## src/rtl/oct5_disp_scan.sv

```systemverilog
// Fetches five octal digits from the storage register into a shadow copy and
// scans them onto a 5-digit common-anode display. Optional LEADING_ZERO_BLANK_EN.
module oct5_disp_scan #(
    parameter int unsigned CLK_DIV = 100000,
    parameter int unsigned DIV_W   = 17
) (
    input  logic       clk,
    input  logic       rst,
    input  logic       load,
    output logic       rd_en,
    input  logic [2:0] data_i_0,
    input  logic [2:0] data_i_1,
    input  logic [2:0] data_i_2,
    input  logic [2:0] data_i_3,
    input  logic [2:0] data_i_4,
    output logic       busy,
    output logic [4:0] an,
    output logic [6:0] seg,
    output logic       dp
);

    localparam logic [1:0] ST_IDLE = 2'd0;
    localparam logic [1:0] ST_REQ1 = 2'd1;
    localparam logic [1:0] ST_REQ2 = 2'd2;

    localparam logic [DIV_W-1:0] DIV_LAST = DIV_W'(CLK_DIV - 1);
    localparam logic [6:0]       SEG_BLANK = 7'b1111111;

    logic [1:0]       state_q, state_d;
    logic             rd_en_q, busy_q, fetch_d;
    logic [4:0][2:0]  shadow_q, shadow_d;
    logic [DIV_W-1:0] div_q, div_d;
    logic [2:0]       idx_q, idx_d;
    logic [4:0]       an_q, an_d;
    logic [6:0]       seg_q, seg_d;
    logic             div_wrap_c;
    logic [2:0]       digit_c;
    logic             blank_c;
    logic [4:0]       lead_zero_c;

    function automatic logic [6:0] seg_decode(input logic [2:0] d);
        case (d)
            3'd0:    seg_decode = 7'b1000000;
            3'd1:    seg_decode = 7'b1111001;
            3'd2:    seg_decode = 7'b0100100;
            3'd3:    seg_decode = 7'b0110000;
            3'd4:    seg_decode = 7'b0011001;
            3'd5:    seg_decode = 7'b0010010;
            3'd6:    seg_decode = 7'b0000010;
            default: seg_decode = 7'b1111000;
        endcase
    endfunction

    // Fetch FSM: two-cycle read window, capture on leaving REQ2.
    always_comb begin
        state_d  = state_q;
        shadow_d = shadow_q;
        case (state_q)
            ST_IDLE: if (load) state_d = ST_REQ1;
            ST_REQ1: state_d = ST_REQ2;
            ST_REQ2: state_d = ST_IDLE;
            default: state_d = ST_IDLE;
        endcase
        fetch_d = (state_d == ST_REQ1) || (state_d == ST_REQ2);
        if (state_q == ST_REQ2) begin
            shadow_d = {data_i_4, data_i_3, data_i_2, data_i_1, data_i_0};
        end
    end

    // A digit is a leading zero when it and every higher digit are zero.
    always_comb begin
`ifdef LEADING_ZERO_BLANK_EN
        lead_zero_c = {shadow_q[4] == 3'd0,
                       shadow_q[4:3] == 6'd0,
                       shadow_q[4:2] == 9'd0,
                       shadow_q[4:1] == 12'd0,
                       1'b0};
`else
        lead_zero_c = 5'b00000;
`endif
    end

    // Scan engine: divider, digit index and registered display drive.
    always_comb begin
        div_wrap_c = (div_q == DIV_LAST);
        div_d      = div_wrap_c ? '0 : div_q + DIV_W'(1);
        idx_d      = idx_q;
        if (div_wrap_c) begin
            idx_d = (idx_q == 3'd4) ? 3'd0 : idx_q + 3'd1;
        end
        digit_c = 3'd0;
        blank_c = 1'b0;
        case (idx_q)
            3'd0:    begin digit_c = shadow_q[0]; blank_c = lead_zero_c[0]; end
            3'd1:    begin digit_c = shadow_q[1]; blank_c = lead_zero_c[1]; end
            3'd2:    begin digit_c = shadow_q[2]; blank_c = lead_zero_c[2]; end
            3'd3:    begin digit_c = shadow_q[3]; blank_c = lead_zero_c[3]; end
            3'd4:    begin digit_c = shadow_q[4]; blank_c = lead_zero_c[4]; end
            default: begin digit_c = 3'd0;        blank_c = 1'b0;           end
        endcase
        an_d  = ~(5'b00001 << idx_q);
        seg_d = blank_c ? SEG_BLANK : seg_decode(digit_c);
    end

    always_ff @(posedge clk) begin
        if (!rst) begin
            state_q  <= ST_IDLE;
            rd_en_q  <= 1'b0;
            busy_q   <= 1'b0;
            shadow_q <= '0;
            div_q    <= '0;
            idx_q    <= 3'd0;
            an_q     <= 5'b11110;
            seg_q    <= 7'b1000000;
        end else begin
            state_q  <= state_d;
            rd_en_q  <= fetch_d;
            busy_q   <= fetch_d;
            shadow_q <= shadow_d;
            div_q    <= div_d;
            idx_q    <= idx_d;
            an_q     <= an_d;
            seg_q    <= seg_d;
        end
    end

    assign rd_en = rd_en_q;
    assign busy  = busy_q;
    assign an    = an_q;
    assign seg   = seg_q;
    assign dp    = 1'b1;

endmodule

```

## config.mk

```make
export PLATFORM = sky130hd
export DESIGN_NAME = oct5_disp_scan
export DESIGN_NICKNAME = d
export VERILOG_FILES = /design/src/rtl/oct5_disp_scan.sv
export SDC_FILE = /design/constraint.sdc
export NUM_CORES = 1
export LEC_CHECK = 0
export CORE_UTILIZATION = 47
export CTS_BUF_LIST = sky130_fd_sc_hd__clkbuf_16
export CTS_CLUSTER_SIZE = 16
export DETAILED_ROUTE_END_ITERATION = 8
export GPL_TIMING_DRIVEN = 0
export PLACE_DENSITY = 0.82
export SLEW_MARGIN = 10
export SYNTH_ARGS = -nofsm -noshare
export SYNTH_HDL_FRONTEND = slang
export SYNTH_SLANG_ARGS = --single-unit
```

## constraint.sdc

```tcl
create_clock -name clk -period 1.79 [get_ports clk]
set_input_delay 0.179 -clock clk [delete_from_list [all_inputs] [get_ports clk]]
set_output_delay 0.179 -clock clk [all_outputs]
set_load 0.1 [all_outputs]
```

==> impl_metrics.toml <==
[clock_tree]
clk_latency_ns = 0.29
clock_path_buffers = 2
cts_buffers = 5
clk_pin_slew_ns = 0.06
clockRootBuffer = "clkbuf_16"
clkSinkCount = 50
htree_levels = 2
cts_tree = "done"

[cells_and_area]
syn2layout_area_growth_pct = 36.7
layout_common_cells = "nand2_1, dfxtp_1, a21oi_1"
register_area_mm2 = 0.00102
final_common_cell = "nand2_1"
fillers = 295
antenna_cells = 0
multi_input_area_mm2 = 0.00103
fin_util_pct = 68.0
final_nets = 308
drive_gt1_share_pct = 19.6
finalInstanceArea_mm2 = 0.00278

[detailed_routing]
drt-initial-drc-count = 87
drc = 0
drt-total-wl_um = 4630
vias = 1821
wl_per_cell_um = 13.8
dr.pass1.iters = 5
ant_nets = 0
via_per_inst = 5.44

[yosys]
synth_seq_cells = 50
synth_cell_types = 36
synth_warnings = 0
synth_ff_type = "dfxtp_1"
syn_area_per_cell_um2 = 8.73
async_flop_share_pct = 0
synth_edf_count = 0
yosysSeqAreaShare_pct = 49.2
synth_area_mm2 = 0.00203
syn_nets = 257
syn_inst = 233

[die]
rows = 23
start_util_pct = 49.8
ios = 33
dieHeight_um = 67.8
die_width_um = 67.8
die_area_mm2 = 0.00459
coreArea_mm2 = 0.00409

[grt]
grt_pass1_vias = 1632
track_usage_pct = 20.3
grt_max_degree = 16
grt.overflow.total = 0
antenna_found_initial = 0
grt_pass1_wl_um = 6930

[critical_path]
end_kind = "flop"
startpoint_type = "flop"
cp_cell_sequence = "or4b_4, or4_4, o21ai_4, buf_6, nor2_1"
cp_num_buf_inv = 1
crit_arrival_ns = 2.20
cpMaxStageDelayCell = "or4_4"
cpLargestDelayFamily = "simple AND/OR/NAND/NOR gates"
worst_ep_required_time_ns = 1.97
crit_type = "flop to flop"
slowest_delay_ns = 0.55
critPathMaxFanout = 5

[sta]
final-setup-viol-count = 20
grt_setup_unrepaired = "yes"
period_share_pct = 113
hold_violations = 0
tightest_slew_ns = 0.952
fin_skew_ns = 0.00456
fin_ws_ns = -0.225
max_freq_mhz = 496
finalCriticalPeriod_ns = 2.01
relSlewSlack_pct = 36.8
drv_slew = 0

[power_and_ir_drop]
p_comb_share_pct = 8.4
switching_share_pct = 22.3
p_switching_w = 0.000534
p_clk_share_pct = 43.7
power.leakage_nw = 0.966
power.density_mw_per_mm2 = 862
p_seq_share_pct = 47.9
peakVddDrop_v = 0.000584
p_int_w = 0.00186

[outcome]
violations = "negative setup slack"
outcome = "finished, violations left"

[job]
cap_violations = 0

[worst_hold_path]
hold_class = "input port to flop"

[placement]
place_hpwl_um = 2880
placed_cell_area_mm2 = 0.00240
gp_congestion = 0.828
io_buffers = 30
power groups by stage:
stage          Clock, W  Combinational [W]  Sequential, W
4_1_cts         0.00106           0.000193        0.00115
3_5_place_dp          0           0.000188        0.00118
6_report        0.00105           0.000202        0.00115
2_1_floorplan         0          0.0000853        0.00121
5_1_grt         0.00111           0.000216        0.00115
3_3_place_gp          0           0.000186        0.00117
state kept, by name, indices dropped and copies added, names as in the netlist:
name      flops
an            5
busy          1
div_q        17
idx_q         3
seg           7
shadow_q     15
state_q       2
cells in the mapped netlist, types with 2 or more instances:
cell       n  area [µm²]
nor3_1     6        30.0
clkbuf_1   7        26.3
ha_1       6        75.1
nand3_1   10        50.1
or4_1      2        15.0
inv_1      6        22.5
o31ai_1    2        15.0
a222oi_1   3        30.0
nand2_1   41         154
nor2_1    19        71.3
xnor2_1   11        96.3
dfxtp_1   50        1000
o21ai_0    7        35.0
or4b_1     2        20.0
nand4_1    5        31.3
nor2b_1    2        12.5
xor2_1     4        35.0
a32oi_1    3        26.3
o21a_1     2        15.0
a21oi_1   25         125
buf_4      2        15.0
nor4_1     4        25.0
kinds of logic after synthesis:
family | Yosys count | share of synthesized area [%]
other | 1 | 0.184
and+or+nand+nor | 98 | 22.8
xor gates and xnor gates | 15 | 6.46
AOI/OAI and AO/OA | 45 | 13.5
buffers and inverters | 18 | 4.06
adders and majority gates | 6 | 3.69
DFF | 50 | 49.2
worst register-to-register path, cell delays in order, from the launching register on:
cell and delay [ns]:
dfxtp_1 0.40, or4b_4 0.50, or4_4 0.55, o21ai_4 0.25, buf_6 0.17, nor2_1 0.05
area by class of cell:
type                    count  share of cell area [%]
clock inverters             3                    1.49
clock buffers               5                    4.50
inverters                   7                   0.945
flip-flops and latches     50                    36.7
well taps                  50                    2.25
multi-input cells         165                    37.2
repair buffers             45                    14.7
plain buffers              10                    2.25
repair_timing:
action / CTS / global route
setup endpoints to repair: 41 / 28
resized for setup: 33 / 25
gates cloned: 1 / 0
hold buffers: 0 / 0
pin swaps: 12 / 10
setup buffers: 7 / 7
routing by layer:
layer	GRT usage (%)	wire [µm]
met3	5.07	221
met1	23.6	2010
met2	34.9	2310
met4	8.59	90
met5	0	0
path summary, 6_finish.rpt:
check,from,to,slack (ns),depth (start not counted)
worst min-delay path,rst,an[3],0.24,2
worst max register to register,div_q[15],div_q[9],-0.22,5
worst min register to register,div_q[0],div_q[0],0.46,1
worst max-delay path,div_q[15],div_q[9],-0.22,5
metrics by stage:
step / instances / power, W / setup TNS [ns] / setup slack, ns / hold WS [ns]
final: 335 / 0.00240 / -4.03 / -0.225 / 0.244
after global routing: 335 / 0.00248 / -4.73 / -0.252 / 0.266
after CTS: 328 / 0.00241 / -2.98 / -0.180 / 0.238
after detailed placement: 313 / 0.00136 / -5.24 / -0.290 / 0.449
after global placement: 313 / 0.00136 / -4.85 / -0.274 / 0.444
after floorplan: 233 / 0.00130 / -1.15 / -0.118 / 0.315
No activity file was read; power rests on OpenSTA's default activity.
